File: config.mk
export PLATFORM = sky130hd
export DESIGN_NAME = mc_mainfsm_flat
export DESIGN_NICKNAME = d
export VERILOG_FILES = /design/src/rtl/mc_mainfsm_if.sv /design/src/rtl/mc_mainfsm.sv /design/src/flat_wrapper.sv
export SDC_FILE = /design/constraint.sdc
export NUM_CORES = 1
export LEC_CHECK = 0
export BUFFER_PORTS_ARGS = -buffer_cell sky130_fd_sc_hd__buf_4
export CAP_MARGIN = 20
export CORE_ASPECT_RATIO = 0.8
export CORE_MARGIN = 8
export CORE_UTILIZATION = 52
export DETAILED_ROUTE_END_ITERATION = 12
export GPL_TIMING_DRIVEN = 0
export PLACE_DENSITY = 0.82
export SLEW_MARGIN = 20
export SYNTH_ARGS = -nofsm -noshare
export SYNTH_HDL_FRONTEND = slang
export SYNTH_SLANG_ARGS = --single-unit
File: constraint.sdc
create_clock -name Clk -period 3.1 [get_ports Clk]
set_clock_uncertainty 0.2 [all_clocks]
set_input_delay 0.62 -clock Clk [delete_from_list [all_inputs] [get_ports Clk]]
set_output_delay 0.62 -clock Clk [all_outputs]
set_load 0.02 [all_outputs]
File: src/rtl/mc_mainfsm_if.sv
// rtl/mc_mainfsm_if.sv - instruction-field inputs and datapath control outputs of mc_mainfsm (MEM_WAIT_EN adds MemReady)
interface mc_mainfsm_if #(
    parameter int ICNT_W = 16
);
    logic [1:0]        Op;
    logic [5:0]        Funct;
`ifdef MEM_WAIT_EN
    logic              MemReady;
`endif
    logic              IRWrite;
    logic              NextPC;
    logic              AdrSrc;
    logic [1:0]        ALUSrcA;
    logic [1:0]        ALUSrcB;
    logic [1:0]        ResultSrc;
    logic              ALUOp;
    logic              RegW;
    logic              MemW;
    logic              Branch;
    logic              Undef;
    logic [ICNT_W-1:0] InstrCount;

`ifdef MEM_WAIT_EN
    modport master (
        output Op, Funct, MemReady,
        input  IRWrite, NextPC, AdrSrc, ALUSrcA, ALUSrcB, ResultSrc,
               ALUOp, RegW, MemW, Branch, Undef, InstrCount
    );
    modport slave (
        input  Op, Funct, MemReady,
        output IRWrite, NextPC, AdrSrc, ALUSrcA, ALUSrcB, ResultSrc,
               ALUOp, RegW, MemW, Branch, Undef, InstrCount
    );
`else
    modport master (
        output Op, Funct,
        input  IRWrite, NextPC, AdrSrc, ALUSrcA, ALUSrcB, ResultSrc,
               ALUOp, RegW, MemW, Branch, Undef, InstrCount
    );
    modport slave (
        input  Op, Funct,
        output IRWrite, NextPC, AdrSrc, ALUSrcA, ALUSrcB, ResultSrc,
               ALUOp, RegW, MemW, Branch, Undef, InstrCount
    );
`endif
endinterface

File: src/rtl/mc_mainfsm.sv
// rtl/mc_mainfsm.sv - multicycle ARM main control FSM with retired-instruction counter (optional MEM_WAIT_EN memory stalls)
module mc_mainfsm #(
    parameter int ICNT_W = 16
) (
    input  logic         Clk,
    input  logic         Rst,
    mc_mainfsm_if.slave  bus
);

    typedef enum logic [3:0] {
        S_FETCH   = 4'd0,
        S_DECODE  = 4'd1,
        S_MEMADR  = 4'd2,
        S_MEMRD   = 4'd3,
        S_MEMWB   = 4'd4,
        S_MEMWR   = 4'd5,
        S_EXECR   = 4'd6,
        S_EXECI   = 4'd7,
        S_ALUWB   = 4'd8,
        S_BRANCH  = 4'd9,
        S_UNKNOWN = 4'd10
    } state_t;

    state_t            state_q, state_d;
    logic [ICNT_W-1:0] icnt_q, icnt_d;
    logic              mem_ready;
    logic              unused_funct;

`ifdef MEM_WAIT_EN
    assign mem_ready = bus.MemReady;
`else
    assign mem_ready = 1'b1;
`endif

    // Only Funct[5] (I) and Funct[0] (S/L) steer the sequence.
    assign unused_funct = ^bus.Funct[4:1];

    always_ff @(posedge Clk or negedge Rst) begin
        if (!Rst) begin
            state_q <= S_FETCH;
            icnt_q  <= '0;
        end else begin
            state_q <= state_d;
            icnt_q  <= icnt_d;
        end
    end

    always_comb begin
        state_d = state_q;
        icnt_d  = icnt_q;
        case (state_q)
            S_FETCH: begin
                if (mem_ready) begin
                    state_d = S_DECODE;
                    icnt_d  = icnt_q + 1'b1;
                end
            end
            S_DECODE: begin
                case (bus.Op)
                    2'b00:   state_d = bus.Funct[5] ? S_EXECI : S_EXECR;
                    2'b01:   state_d = S_MEMADR;
                    2'b10:   state_d = S_BRANCH;
                    default: state_d = S_UNKNOWN;
                endcase
            end
            S_MEMADR: state_d = bus.Funct[0] ? S_MEMRD : S_MEMWR;
            S_MEMRD:  state_d = mem_ready ? S_MEMWB : S_MEMRD;
            S_MEMWB:  state_d = S_FETCH;
            S_MEMWR:  state_d = mem_ready ? S_FETCH : S_MEMWR;
            S_EXECR:  state_d = S_ALUWB;
            S_EXECI:  state_d = S_ALUWB;
            S_ALUWB:  state_d = S_FETCH;
            S_BRANCH: state_d = S_FETCH;
            S_UNKNOWN: state_d = S_FETCH;
            default:  state_d = S_FETCH;
        endcase
    end

    // Reset gates the decode so outputs drop at once, even mid-instruction.
    always_comb begin
        bus.IRWrite   = 1'b0;
        bus.NextPC    = 1'b0;
        bus.AdrSrc    = 1'b0;
        bus.ALUSrcA   = 2'b00;
        bus.ALUSrcB   = 2'b00;
        bus.ResultSrc = 2'b00;
        bus.ALUOp     = 1'b0;
        bus.RegW      = 1'b0;
        bus.MemW      = 1'b0;
        bus.Branch    = 1'b0;
        bus.Undef     = 1'b0;
        if (Rst) begin
            case (state_q)
                S_FETCH: begin
                    bus.IRWrite   = 1'b1;
                    bus.NextPC    = 1'b1;
                    bus.ALUSrcA   = 2'b01;
                    bus.ALUSrcB   = 2'b10;
                    bus.ResultSrc = 2'b10;
                end
                S_DECODE: begin
                    bus.ALUSrcA   = 2'b01;
                    bus.ALUSrcB   = 2'b10;
                    bus.ResultSrc = 2'b10;
                end
                S_MEMADR: bus.ALUSrcB = 2'b01;
                S_MEMRD:  bus.AdrSrc  = 1'b1;
                S_MEMWB: begin
                    bus.ResultSrc = 2'b01;
                    bus.RegW      = 1'b1;
                end
                S_MEMWR: begin
                    bus.AdrSrc = 1'b1;
                    bus.MemW   = 1'b1;
                end
                S_EXECR: bus.ALUOp = 1'b1;
                S_EXECI: begin
                    bus.ALUSrcB = 2'b01;
                    bus.ALUOp   = 1'b1;
                end
                S_ALUWB: bus.RegW = 1'b1;
                S_BRANCH: begin
                    bus.ALUSrcB   = 2'b01;
                    bus.ResultSrc = 2'b10;
                    bus.Branch    = 1'b1;
                end
                S_UNKNOWN: bus.Undef = 1'b1;
                default: ;
            endcase
        end
    end

    assign bus.InstrCount = icnt_q;

endmodule

File: src/flat_wrapper.sv
// flat-port wrapper written by rule: the top's interface ports become plain ports
module mc_mainfsm_flat 
#(
    parameter int ICNT_W = 16
)
  (Clk, Rst, bus_Op, bus_Funct, bus_IRWrite, bus_NextPC, bus_AdrSrc, bus_ALUSrcA, bus_ALUSrcB, bus_ResultSrc, bus_ALUOp, bus_RegW, bus_MemW, bus_Branch, bus_Undef, bus_InstrCount);
  mc_mainfsm_if #(.ICNT_W(ICNT_W)) bus_i ();
  input  logic Clk;
  input  logic Rst;
  input wire logic [$bits(bus_i.Op)-1:0] bus_Op;
  input wire logic [$bits(bus_i.Funct)-1:0] bus_Funct;
  output wire logic [$bits(bus_i.IRWrite)-1:0] bus_IRWrite;
  output wire logic [$bits(bus_i.NextPC)-1:0] bus_NextPC;
  output wire logic [$bits(bus_i.AdrSrc)-1:0] bus_AdrSrc;
  output wire logic [$bits(bus_i.ALUSrcA)-1:0] bus_ALUSrcA;
  output wire logic [$bits(bus_i.ALUSrcB)-1:0] bus_ALUSrcB;
  output wire logic [$bits(bus_i.ResultSrc)-1:0] bus_ResultSrc;
  output wire logic [$bits(bus_i.ALUOp)-1:0] bus_ALUOp;
  output wire logic [$bits(bus_i.RegW)-1:0] bus_RegW;
  output wire logic [$bits(bus_i.MemW)-1:0] bus_MemW;
  output wire logic [$bits(bus_i.Branch)-1:0] bus_Branch;
  output wire logic [$bits(bus_i.Undef)-1:0] bus_Undef;
  output wire logic [$bits(bus_i.InstrCount)-1:0] bus_InstrCount;
  assign bus_i.Op = bus_Op;
  assign bus_i.Funct = bus_Funct;
  assign bus_IRWrite = bus_i.IRWrite;
  assign bus_NextPC = bus_i.NextPC;
  assign bus_AdrSrc = bus_i.AdrSrc;
  assign bus_ALUSrcA = bus_i.ALUSrcA;
  assign bus_ALUSrcB = bus_i.ALUSrcB;
  assign bus_ResultSrc = bus_i.ResultSrc;
  assign bus_ALUOp = bus_i.ALUOp;
  assign bus_RegW = bus_i.RegW;
  assign bus_MemW = bus_i.MemW;
  assign bus_Branch = bus_i.Branch;
  assign bus_Undef = bus_i.Undef;
  assign bus_InstrCount = bus_i.InstrCount;
  mc_mainfsm #(.ICNT_W(ICNT_W)) u_core (.Clk(Clk), .Rst(Rst), .bus(bus_i));
endmodule
Word level (Yosys, flattened, before mapping) --
Cells that the tools add are included.
Operators by class: multiplexer cells 24, equality and inequality tests 12, reduce and logical (&&, ||, !) cells 8, $add $sub $neg 1
Operators by type and width (number):
- 4-bit one-hot mux with 5 select lines | 1
- 1-bit 2-to-1 mux | 17
- 16-bit by 1-bit adder with 16-bit output, second input constant | 1
- 4-bit by 3-bit equality test with 1-bit output, second input constant | 4
- 4-bit equality test, second input constant | 3
- 4-bit one-hot mux with 3 select lines | 1
- 4-bit by 2-bit equality test with 1-bit output, second input constant | 2
- 2-bit one-hot mux with 2 select lines | 2
- 2-bit OR reduction | 4
- 3-bit OR reduction | 2
- 4-bit by 1-bit equality test with 1-bit output, second input constant | 1
- 4-bit logical NOT | 1
- 2-bit 2-to-1 mux | 2
- 3-bit 2-to-1 mux | 1
- 2-bit by 1-bit equality test with 1-bit output, second input constant | 1
- 2-bit equality test, second input constant | 1
- 2-bit logical NOT | 1
Storage, ports and cells: output and inout bits 30, bits in registers 20, bits of input ports 10, word-level logic and storage cells 47

Depth between registers and ports, before layout --
Gate-level depths: netlist (run 1).
depth after elaboration 4, mapped depth 5, depth with buffers taken out 4

Worst setup path before layout (run 1) --
No wires, ideal clock.
path kind register -> output, start register u_core.state_q[3], end output bus_ResultSrc[1], data arrival time 1731 ps, slack 549 ps, cell stages (with the launch flop) 4, data required time 2280 ps, path through dfrtp_1 buf_1 nor4b_1 or2_2
On the way: longest elaborated chain between the ends 4, elaborated cells between the ends (all ways) 7, classes of those cells eq/ne (3); mux (2); reduce/logical (2)
RTL lines:
- start: declaration | line mc_mainfsm.sv:24 | state_t state_q, state_d;
- start signal: assignment | line mc_mainfsm.sv:43 | state_q <= state_d;
- 4-bit equality test, or another cell as far along | line mc_mainfsm.sv:93 | case (state_q)
- 3-bit OR reduction (no source line)
- 2-bit one-hot mux with 2 select lines (*) | line mc_mainfsm.sv:93
- 2-bit 2-to-1 mux (*) | line mc_mainfsm.sv:92 | if (Rst) begin
- end: declaration | line flat_wrapper.sv:17 | output wire logic [$bits(bus_i.ResultSrc)-1:0] bus_ResultSrc;
Every way passes the cells marked *; elsewhere a longest branch is shown, timed or not.

Worst setup path after layout (run 1) --
start input Rst, end output bus_ResultSrc[1]
On the way: longest elaborated chain between the ends 1
RTL lines:
- start: declaration | line flat_wrapper.sv:9 | input logic Rst;
- 2-bit 2-to-1 mux | line mc_mainfsm.sv:92
No other way between the ends.

==> results of run 1 <==
## worst register-to-register path, stage by stage (launching register included)
cell and delay (ns):
dfrtp_1 0.47, nor4_4 0.48, nand3_2 0.25, nor4_1 0.35
xor2_1 0.22
## synth_stat cells
cell	number
nor2_1	7
nor3_1	3
or3_1	2
nor4_4	1
dfrtp_1	20
conb_1	1
nor3b_1	1
buf_1	1
nor2b_1	4
clkbuf_1	3
inv_1	5
a211oi_1	2
a22oi_1	1
nand2b_1	2
nor3b_2	1
nand2_1	9
nand4_1	2
xnor2_1	11
xor2_1	7
ha_1	1
and3_1	4
nand3_1	2
a21oi_1	1
nor4b_1	3
a32oi_1	1
o21ai_0	2
nand3b_1	1
nor4_1	1
and2_1	1
and4_1	2
nor4_2	1
buf_4	3
nand3_2	1
or2_2	1
mux2_2	1
## layout by cell type, fill, tap and decap left out, types with 3 or more instances in the layout
master	count
buf_4	37
dfrtp_1	20
xnor2_1	11
nand2_1	9
nor2_1	7
xor2_1	7
inv_1	5
nor2b_1	4
and3_1	4
clkbuf_1	3
nor3_1	3
nor4b_1	3
clkbuf_4	3
## layer usage
| metal | wire (um) | up-vias | share of wire, % |
|---|---|---|---|
| li1 | - | 443 | - |
| met1 | 1070 | 429 | 43 |
| met2 | 1280 | 21 | 51 |
| met3 | 112 | 2 | 4.5 |
| met4 | 21 | 0 | 0.84 |
| met5 | 0 | - | 0 |
## state kept, by name, indices dropped and copies added, names as in the netlist
signal	flops
u_core.bus.InstrCount	16
u_core.state_q	4
## power by group through the flow
stage | logic (mW) | clock network (mW) | registers, mW
after global routing | 0.648 | 0.164 | 0.419
after floorplan | 0.355 | 0 | 0.439
after detailed placement | 0.593 | 0 | 0.412
after CTS | 0.596 | 0.154 | 0.407
after global placement | 0.580 | 0 | 0.407
final | 0.589 | 0.151 | 0.406
## cells by family (layout without fill, tap and decap cells)
family / after synthesis / in the layout / synth area share (%)
fa+ha+maj: 1 / 1 / 1.14
flops: 20 / 20 / 45.7
compound gates: 7 / 7 / 4.23
mux: 1 / 1 / 1.03
other cells: 1 / 1 / 0.343
buf+inv: 12 / 51 / 5.14
xor+xnor: 18 / 18 / 14.4
simple gates: 49 / 49 / 28.0
## worst max path at each step
stage	endpoint	slack, ns	cells after the start
2_1_floorplan	bus_ResultSrc[1]	0.55	3
3_3_place_gp	bus_ResultSrc[1]	0.74	4
3_5_place_dp	bus_ResultSrc[1]	0.70	4
4_1_cts	bus_ResultSrc[1]	0.14	5
5_1_grt	bus_ResultSrc[0]	0.005	6
6_report	bus_ResultSrc[1]	0.16	5
## area by class of cell
| cell class | instances | area [um^2] | area share, % |
|---|---|---|---|
| multi-input combinational | 77 | 538 | 37.7 |
| sequential | 20 | 500 | 35.1 |
| timing repair buffer | 35 | 265 | 18.6 |
| buffer | 7 | 37.5 | 2.63 |
| clock buffer | 4 | 36.3 | 2.54 |
| tap | 25 | 31.3 | 2.19 |
| inverter | 5 | 18.8 | 1.31 |
## timing repair
| item | 4_1_cts | 5_1_grt |
|---|---|---|
| endpoints found under the hold margin | 11 | 0 |
| hold buffers | 1 | 0 |
| buffers inserted | 0 | 0 |
==> flow_summary_export.csv, run 1 <==
group,metric,value,unit
outcome,status,"finished clean",
global_route,antenna_found_initial,0,
floorplan,pin_count,40,
worst_setup_path,r2r_slack,1.06,ns
sta,setup_slack,0.161,ns
floorplan,die-area,3840,um^2
routing,vias_per_cell,5.17,
cells_and_area,insertedDiodeCount,0,
cells_and_area,area_growth,30.4,%
yosys,synth-seq-cells,20,
floorplan,fp.dieH,57.0,um
worst_setup_path,reg2reg_depth,4,
placed_design,place_inst,168,
yosys,synth_cell_types,35,
worst_setup_path,critPathKind,"primary input to output pin",
routing,postRouteAntennaNets,0,
floorplan,core,2060,um^2
clock_tree,cts_tree,"yes",
global_route,grt_max_degree,28,
worst_setup_path,cp_data_required_time,2.28,ns
sta,finalMaxSlewViolations,0,
yosys,syn_avg_cell_area,10.0,um^2
clock_tree,cts_buffer_depth,2,
pwr,power_density,803,nW/um^2
global_route,grtUsageMet3,3.71,%
pwr,switchingPower,488,uW
routing,drc,0,
sta,period_needed,2.94,ns
worst_setup_path,cp_num_buf_inv,3,
floorplan,rows,15,
yosys,ys_warn_count,0,
worst_hold_path,hold_path_depth,1,
worst_hold_path,worstHoldPathType,"flop to flop",
yosys,syn_nets,120,
global_route,grt-busiest-layer,"met2",
placed_design,dpl.hpwl,1960,um
pwr,combPwrFrac,51.4,%
worst_setup_path,cp.arrival,2.12,ns
worst_hold_path,hold_path_end,"u_core.bus.InstrCount[7]",
placed_design,pre_cts_ws,0.699,ns
clock_tree,cts_sinks,20,
yosys,syn-cell-area,1090,um^2
clock_tree,cts-buffers-inserted,3,
worst_setup_path,end_kind,"output pin",
clock_tree,htreeDepth,1,
cells_and_area,utilization,69.2,%
routing,routedWlPerCell,14.4,um
cells_and_area,fill_cells,169,
clock_tree,cts_resized,0,
global_route,grt_overflow,0,
floorplan,floorplan.initialDensity,53.0,%
routing,first_iter_violations,15,
placed_design,gp_congestion,0.727,
global_route,grt.met1_usage,16.1,%
yosys,yosysTopAreaCell,"dfrtp_1",
routing,num_vias,895,
pwr,p_clk_share,13.2,%
pwr,seq_power_share,35.4,%
worst_setup_path,regToRegStartpoint,"u_core.state_q[1]",
worst_hold_path,min-delay-start,"u_core.bus.InstrCount[7]",
yosys,synth_top_cells_by_area,"dfrtp_1 46%, xnor2_1 8.8%, xor2_1 5.6%",
clock_tree,clock-root-buffer,"clkbuf_4",
global_route,grt_pass1_vias,928,
cells_and_area,nNetsFinal,160,
worst_setup_path,path_common_cell,"buf_4",
cells_and_area,drive_gt1_share,31.8,%
worst_setup_path,r2r-end,"u_core.bus.InstrCount[15]",
worst_setup_path,cpPeakStageDelay,0.53,ns
sta,finalSetupViolCount,0,
yosys,seq_area_frac_synth,45.7,%
worst_setup_path,crit_path_cell_trace,"dlygate4sd3_1, buf_4, nor4b_1, or2_2, buf_4",
placed_design,post_dp_cell_area,1380,um^2
cells_and_area,final_cells,173,
global_route,met2_usage,24.4,%
sta,fmax,340,MHz
pwr,internal-power,658,uW
sta,grt_setup_unrepaired,"false",
sta,whs,0.298,ns
global_route,grt_use_total,14.0,%
job,cap_viol_max_count,0,
clock_tree,clk_pin_slew_worst_paths,0.10,ns
pwr,switching_share,42.6,%
cells_and_area,fin_area,1430,um^2
yosys,synth_top_area_share,45.7,%
worst_setup_path,cpLargestDelayFamily,"buffers and inverters",
worst_setup_path,worstPathMaxFanout,27,
pwr,leakage,0.687,nW
pwr,vdd_drop_max,0.562,mV
sta,fin_crit_sh,94.8,%
routing,dr.pass1.iters,5,
worst_setup_path,crit_slowest_cell,"dlygate4sd3_1",
sta,finalSetupTns,0,ns
global_route,grt_pass1_wl,4270,um
sta,finalHoldViolCount,0,
clock_tree,clock_latency,0.31,ns
floorplan,chipWidth,67.3,um
placed_design,io_buffers,34,
routing,wl,2490,um
worst_setup_path,crit_path_start_kind,"primary input",
pwr,power,1.15,mW
yosys,synthCells,109,
worst_setup_path,startpoint,"Rst",
Power figures use the tool's default switching activity.
==> run 2: changes to the inputs <==
==> constraint.sdc (replaced) <==
create_clock -name Clk -period 3.1 [get_ports Clk]
set_clock_uncertainty 0.2 [all_clocks]
set_input_delay 0.775 -clock Clk [delete_from_list [all_inputs] [get_ports Clk]]
set_output_delay 0.775 -clock Clk [all_outputs]
set_load 0.02 [all_outputs]
==> run 2 against run 1 <==
Compared with the run above:
- register-to-register slack about the same
- cell area decreased by 0.70%
- core utilization decreased by 0.48 points
- combinational power about the same
- first-iteration DRC count decreased by 6.7%
- worst hold slack got worse by 0.16 ns
- global-route usage unchanged
- worst setup slack improved by 0.19 ns
- critical path type is now flop to output pin
- largest cell class unchanged
- largest power group unchanged
==> flow_summary_export.csv, run 2 (same netlist as run 1, synthesis figures left out) <==
group,metric,value,unit
outcome,status,"finished clean",
floorplan,pin_count,40,
placed_design,gp_congestion,0.727,
sta,finalSetupTns,0,ns
floorplan,chipWidth,67.3,um
sta,period_needed,2.75,ns
pwr,leakage,0.683,nW
cells_and_area,final_common_cell,"buf_4",
clock_tree,cts_tree,"yes",
sta,finalMaxSlewViolations,0,
global_route,grt_max_degree,28,
clock_tree,cts_resized,0,
pwr,p_clk_share,13.2,%
worst_setup_path,r2r_slack,1.06,ns
clock_tree,clk_pin_slew_worst_paths,0.12,ns
worst_setup_path,cp_num_buf_inv,2,
worst_setup_path,crit_path_start_kind,"flop",
worst_setup_path,regToRegStartpoint,"u_core.state_q[1]",
pwr,seq_power_share,35.4,%
cells_and_area,regArea,500,um^2
clock_tree,clock_latency,0.31,ns
floorplan,rows,15,
clock_tree,cts_buffer_depth,2,
worst_setup_path,crit_slowest_cell,"dfrtp_1",
global_route,grt_pass1_vias,910,
cells_and_area,final_cell_mix,"37 x buf_4, 20 x dfrtp_1, 11 x xnor2_1",
worst_hold_path,worstHoldPathType,"primary input to asynchronous set/reset pin",
floorplan,floorplan.initialDensity,53.0,%
routing,wl,2500,um
worst_setup_path,critPathKind,"flop to output pin",
clock_tree,hold_buffers,0,
clock_tree,cts_sinks,20,
sta,setup_slack,0.347,ns
routing,vias_per_cell,5.21,
sta,finalHoldViolCount,0,
global_route,antenna_found_initial,0,
worst_setup_path,cp_data_required_time,2.12,ns
clock_tree,htreeDepth,1,
routing,dr.pass1.iters,6,
global_route,grt_use_total,14.0,%
worst_setup_path,cpPeakStageDelay,0.41,ns
pwr,combPwrFrac,51.3,%
cells_and_area,fill_cells,170,
worst_setup_path,end_kind,"output pin",
clock_tree,clock-root-buffer,"clkbuf_4",
routing,drc,0,
placed_design,pre_cts_ws,0.389,ns
global_route,grt_pass1_wl,4270,um
routing,postRouteAntennaNets,0,
routing,routedWlPerCell,14.5,um
placed_design,io_buffers,34,
cells_and_area,area_growth,29.5,%
worst_setup_path,cp.arrival,1.78,ns
routing,first_iter_violations,14,
pwr,internal-power,657,uW
sta,grt_setup_unrepaired,"false",
cells_and_area,largest_register_ffs,16,
clock_tree,cts-buffers-inserted,3,
worst_setup_path,r2r-end,"u_core.bus.InstrCount[15]",
floorplan,die-area,3840,um^2
cells_and_area,drive_gt1_share,32.0,%
sta,finalSetupViolCount,0,
cells_and_area,multi_input_area,538,um^2
pwr,switching_share,42.6,%
routing,num_vias,896,
cells_and_area,nNetsFinal,159,
pwr,vdd_drop_max,0.562,mV
global_route,grt_overflow,0,
worst_setup_path,worstPathMaxFanout,10,
floorplan,fp.dieH,57.0,um
sta,fmax,363,MHz
pwr,switchingPower,488,uW
worst_setup_path,crit_path_cell_trace,"buf_1, nor2b_1, nand2_1, nor2_1, or2_2, buf_4",
job,cap_viol_max_count,0,
pwr,power_density,808,nW/um^2
cells_and_area,insertedDiodeCount,0,
placed_design,dpl.hpwl,1960,um
worst_setup_path,reg2reg_depth,4,
clock_tree,post-cts-setup-buffer-count,0,
floorplan,core,2060,um^2
sta,fin_crit_sh,88.8,%
worst_setup_path,cpLargestDelayFamily,"simple AND/OR/NAND/NOR gates",
-- run 2: cell types whose count changed in the layout (fill, tap and decap cells not counted) --
| cell | change |
|---|---|
| dlygate4sd3_1 | -1 |
-- run 2: power by group through the flow --
| stage | clock, mW | sequential [mW] | combinational (mW) |
|---|---|---|---|
| 2_1_floorplan | 0 | 0.439 | 0.355 |
| 3_3_place_gp | 0 | 0.407 | 0.580 |
| 3_5_place_dp | 0 | 0.412 | 0.593 |
| 4_1_cts | 0.154 | 0.407 | 0.595 |
| 5_1_grt | 0.164 | 0.419 | 0.647 |
| 6_report | 0.151 | 0.406 | 0.588 |
-- run 2: final cells by class --
class / count / area share [%]
inverter: 5 / 1.32
sequential: 20 / 35.3
buffer: 7 / 2.65
timing repair buffer: 34 / 18.0
clock buffer: 4 / 2.56
multi-input combinational: 77 / 38.0
tap: 25 / 2.21
-- run 2: per-stage QoR --
stage               util [%]  hold WS, ns  power [mW]  instances  instance area [um^2]
floorplan                  -        0.279       0.795        109                  1090
global placement        66.9        0.257       0.987        168                  1380
detailed placement      66.9        0.282        1.00        168                  1380
CTS                     68.7        0.146        1.16        172                  1420
global route            68.7        0.148        1.23        172                  1420
finish                  68.7        0.138        1.15        172                  1420
-- run 2: routing by layer --
metal / vias to the layer above / share of wire (%) / track usage, %
met4: 0 / 0.84 / 3.87
met5: - / 0 / 0
met3: 2 / 4.6 / 3.91
met1: 432 / 44 / 16.7
met2: 21 / 50 / 23.7
li1: 441 / - / -
-- run 2: how the worst max path moves through the flow --
stage	from	to	cells after the start
4_1_cts	u_core.state_q[3]	bus_ResultSrc[1]	6
6_report	u_core.state_q[3]	bus_ResultSrc[1]	6
5_1_grt	u_core.state_q[3]	bus_Undef	5
3_5_place_dp	Rst	bus_ResultSrc[1]	4
2_1_floorplan	Rst	bus_ResultSrc[1]	2
3_3_place_gp	Rst	bus_ResultSrc[1]	4
==> run 3: changes to the inputs <==
--- a/config.mk
+++ b/config.mk
@@ -9,10 +9,10 @@
 export CAP_MARGIN = 20
 export CORE_ASPECT_RATIO = 0.8
 export CORE_MARGIN = 8
-export CORE_UTILIZATION = 52
+export CORE_UTILIZATION = 40
 export DETAILED_ROUTE_END_ITERATION = 12
 export GPL_TIMING_DRIVEN = 0
-export PLACE_DENSITY = 0.82
+export PLACE_DENSITY = 0.72
 export SLEW_MARGIN = 20
 export SYNTH_ARGS = -nofsm -noshare
 export SYNTH_HDL_FRONTEND = slang
==> run 3 against run 2 <==
Compared with the run above:
- maximum frequency decreased by 1.3%
- total power decreased by 2.6%
- flip-flop and latch count stayed put
- critical endpoint unchanged
- critical path type unchanged
- via count decreased by 2.6%
- wire length decreased by 5.1%
- cell count grew 7.0%
- non-clock buffer count did not move
==> flow_summary_export.csv, run 3 (same netlist as run 1, synthesis figures left out) <==
group,metric,value,unit
worst_setup_path,cpPeakStageDelay,0.40,ns
worst_hold_path,worstHoldPathType,"primary input to asynchronous set/reset pin",
floorplan,core,2680,um^2
routing,first_iter_violations,46,
pwr,leakage,0.675,nW
global_route,grt_max_degree,28,
global_route,grt_use_total,10.6,%
routing,routedWlPerCell,12.9,um
floorplan,rows,17,
cells_and_area,final_cell_mix,"37 x buf_4, 20 x dfrtp_1, 11 x xnor2_1",
floorplan,chipWidth,74.5,um
clock_tree,cts_tree,"yes",
cells_and_area,insertedDiodeCount,0,
cells_and_area,largest_register_ffs,16,
cells_and_area,final_common_cell,"buf_4",
floorplan,fp.dieH,62.8,um
worst_setup_path,crit_path_start_kind,"flop",
sta,whs,0.161,ns
sta,grt_setup_unrepaired,"false",
clock_tree,hold_buffers,0,
cells_and_area,utilization,53.0,%
sta,period_needed,2.79,ns
cells_and_area,fill_cells,269,
clock_tree,clock-root-buffer,"clkbuf_4",
clock_tree,clock_latency,0.29,ns
worst_setup_path,crit_slowest_cell,"dfrtp_1",
routing,num_vias,873,
global_route,grt_overflow,0,
placed_design,pre_cts_ws,0.412,ns
clock_tree,cts-buffers-inserted,3,
pwr,power,1.12,mW
sta,finalHoldViolCount,0,
cells_and_area,fin_area,1420,um^2
clock_tree,cts_buffer_depth,2,
routing,vias_per_cell,4.74,
worst_setup_path,cp_data_required_time,2.12,ns
worst_setup_path,critPathKind,"flop to output pin",
routing,dr.pass1.iters,4,
clock_tree,cts_sinks,20,
pwr,power_density,785,nW/um^2
clock_tree,post-cts-setup-buffer-count,0,
placed_design,io_buffers,34,
global_route,grt_pass1_wl,4030,um
floorplan,pin_count,40,
global_route,grt_pass1_vias,860,
sta,finalSetupViolCount,0,
worst_setup_path,cp.arrival,1.81,ns
placed_design,place_inst,181,
cells_and_area,final_cells,184,
cells_and_area,nNetsFinal,159,
routing,drc,0,
worst_setup_path,crit_path_cell_trace,"buf_1, nor2b_1, nand2_1, nor2_1, or2_2, buf_4",
sta,finalSetupTns,0,ns
floorplan,die-area,4680,um^2
routing,wl,2370,um
placed_design,dpl.hpwl,1870,um
clock_tree,cts_resized,0,
floorplan,floorplan.initialDensity,40.8,%
placed_design,post_dp_cell_area,1400,um^2
routing,postRouteAntennaNets,0,
sta,fmax,359,MHz
sta,finalMaxSlewViolations,0,
placed_design,gp_congestion,0.775,
sta,setup_slack,0.311,ns
worst_setup_path,worstPathMaxFanout,10,
worst_setup_path,end_kind,"output pin",
clock_tree,htreeDepth,1,
outcome,status,"finished clean",
sta,fin_crit_sh,90.0,%
global_route,antenna_found_initial,0,
pwr,vdd_drop_max,0.532,mV
cells_and_area,drive_gt1_share,31.5,%
clock_tree,clk_pin_slew_worst_paths,0.10,ns
cells_and_area,area_growth,29.7,%
job,cap_viol_max_count,0,
run 3: area by class of cell:
cell class	count	area, um^2	share of cell area, %
plain buffers	7	37.5	2.64
flip-flops and latches	20	500	35.2
multi-input cells	77	538	37.9
inverters	5	18.8	1.32
well taps	38	47.5	3.35
repair buffers	34	255	18.0
clock buffers	3	22.5	1.59
run 3: final timing paths:
check,depth (start not counted),slack [ns],end,start
worst max register to register,5,1.13,u_core.bus.InstrCount[14],u_core.state_q[1]
worst min register to register,1,0.27,u_core.bus.InstrCount[15],u_core.bus.InstrCount[15]
max in group asynchronous,1,2.30,u_core.state_q[2],Rst
min in group Clk,1,0.27,u_core.bus.InstrCount[15],u_core.bus.InstrCount[15]
worst max-delay path,6,0.31,bus_ResultSrc[1],u_core.state_q[3]
worst min-delay path,1,0.16,u_core.state_q[0],Rst
run 3: critical path: cells and delay by family (launching register included):
family | cells | cell delay [ns]
buffers and inverters | 2 | 0.51
DFF | 1 | 0.40
and+or+nand+nor | 4 | 0.62
run 3: report_power, final:
group | internal, mW | leakage [nW] | total [mW] | switching, mW
Sequential | 0.322 | 0.265 | 0.406 | 0.0834
Clock | 0.0452 | 0.0138 | 0.114 | 0.0690
Combinational | 0.264 | 0.397 | 0.595 | 0.332
run 3: layer usage:
metal | GRT usage (%) | routed length (um) | vias to the layer above
met5 | 0 | 0 | -
met4 | 2.20 | 16 | 0
met3 | 3.53 | 130 | 2
met2 | 18.7 | 1240 | 18
met1 | 11.9 | 987 | 412
li1 | - | - | 441
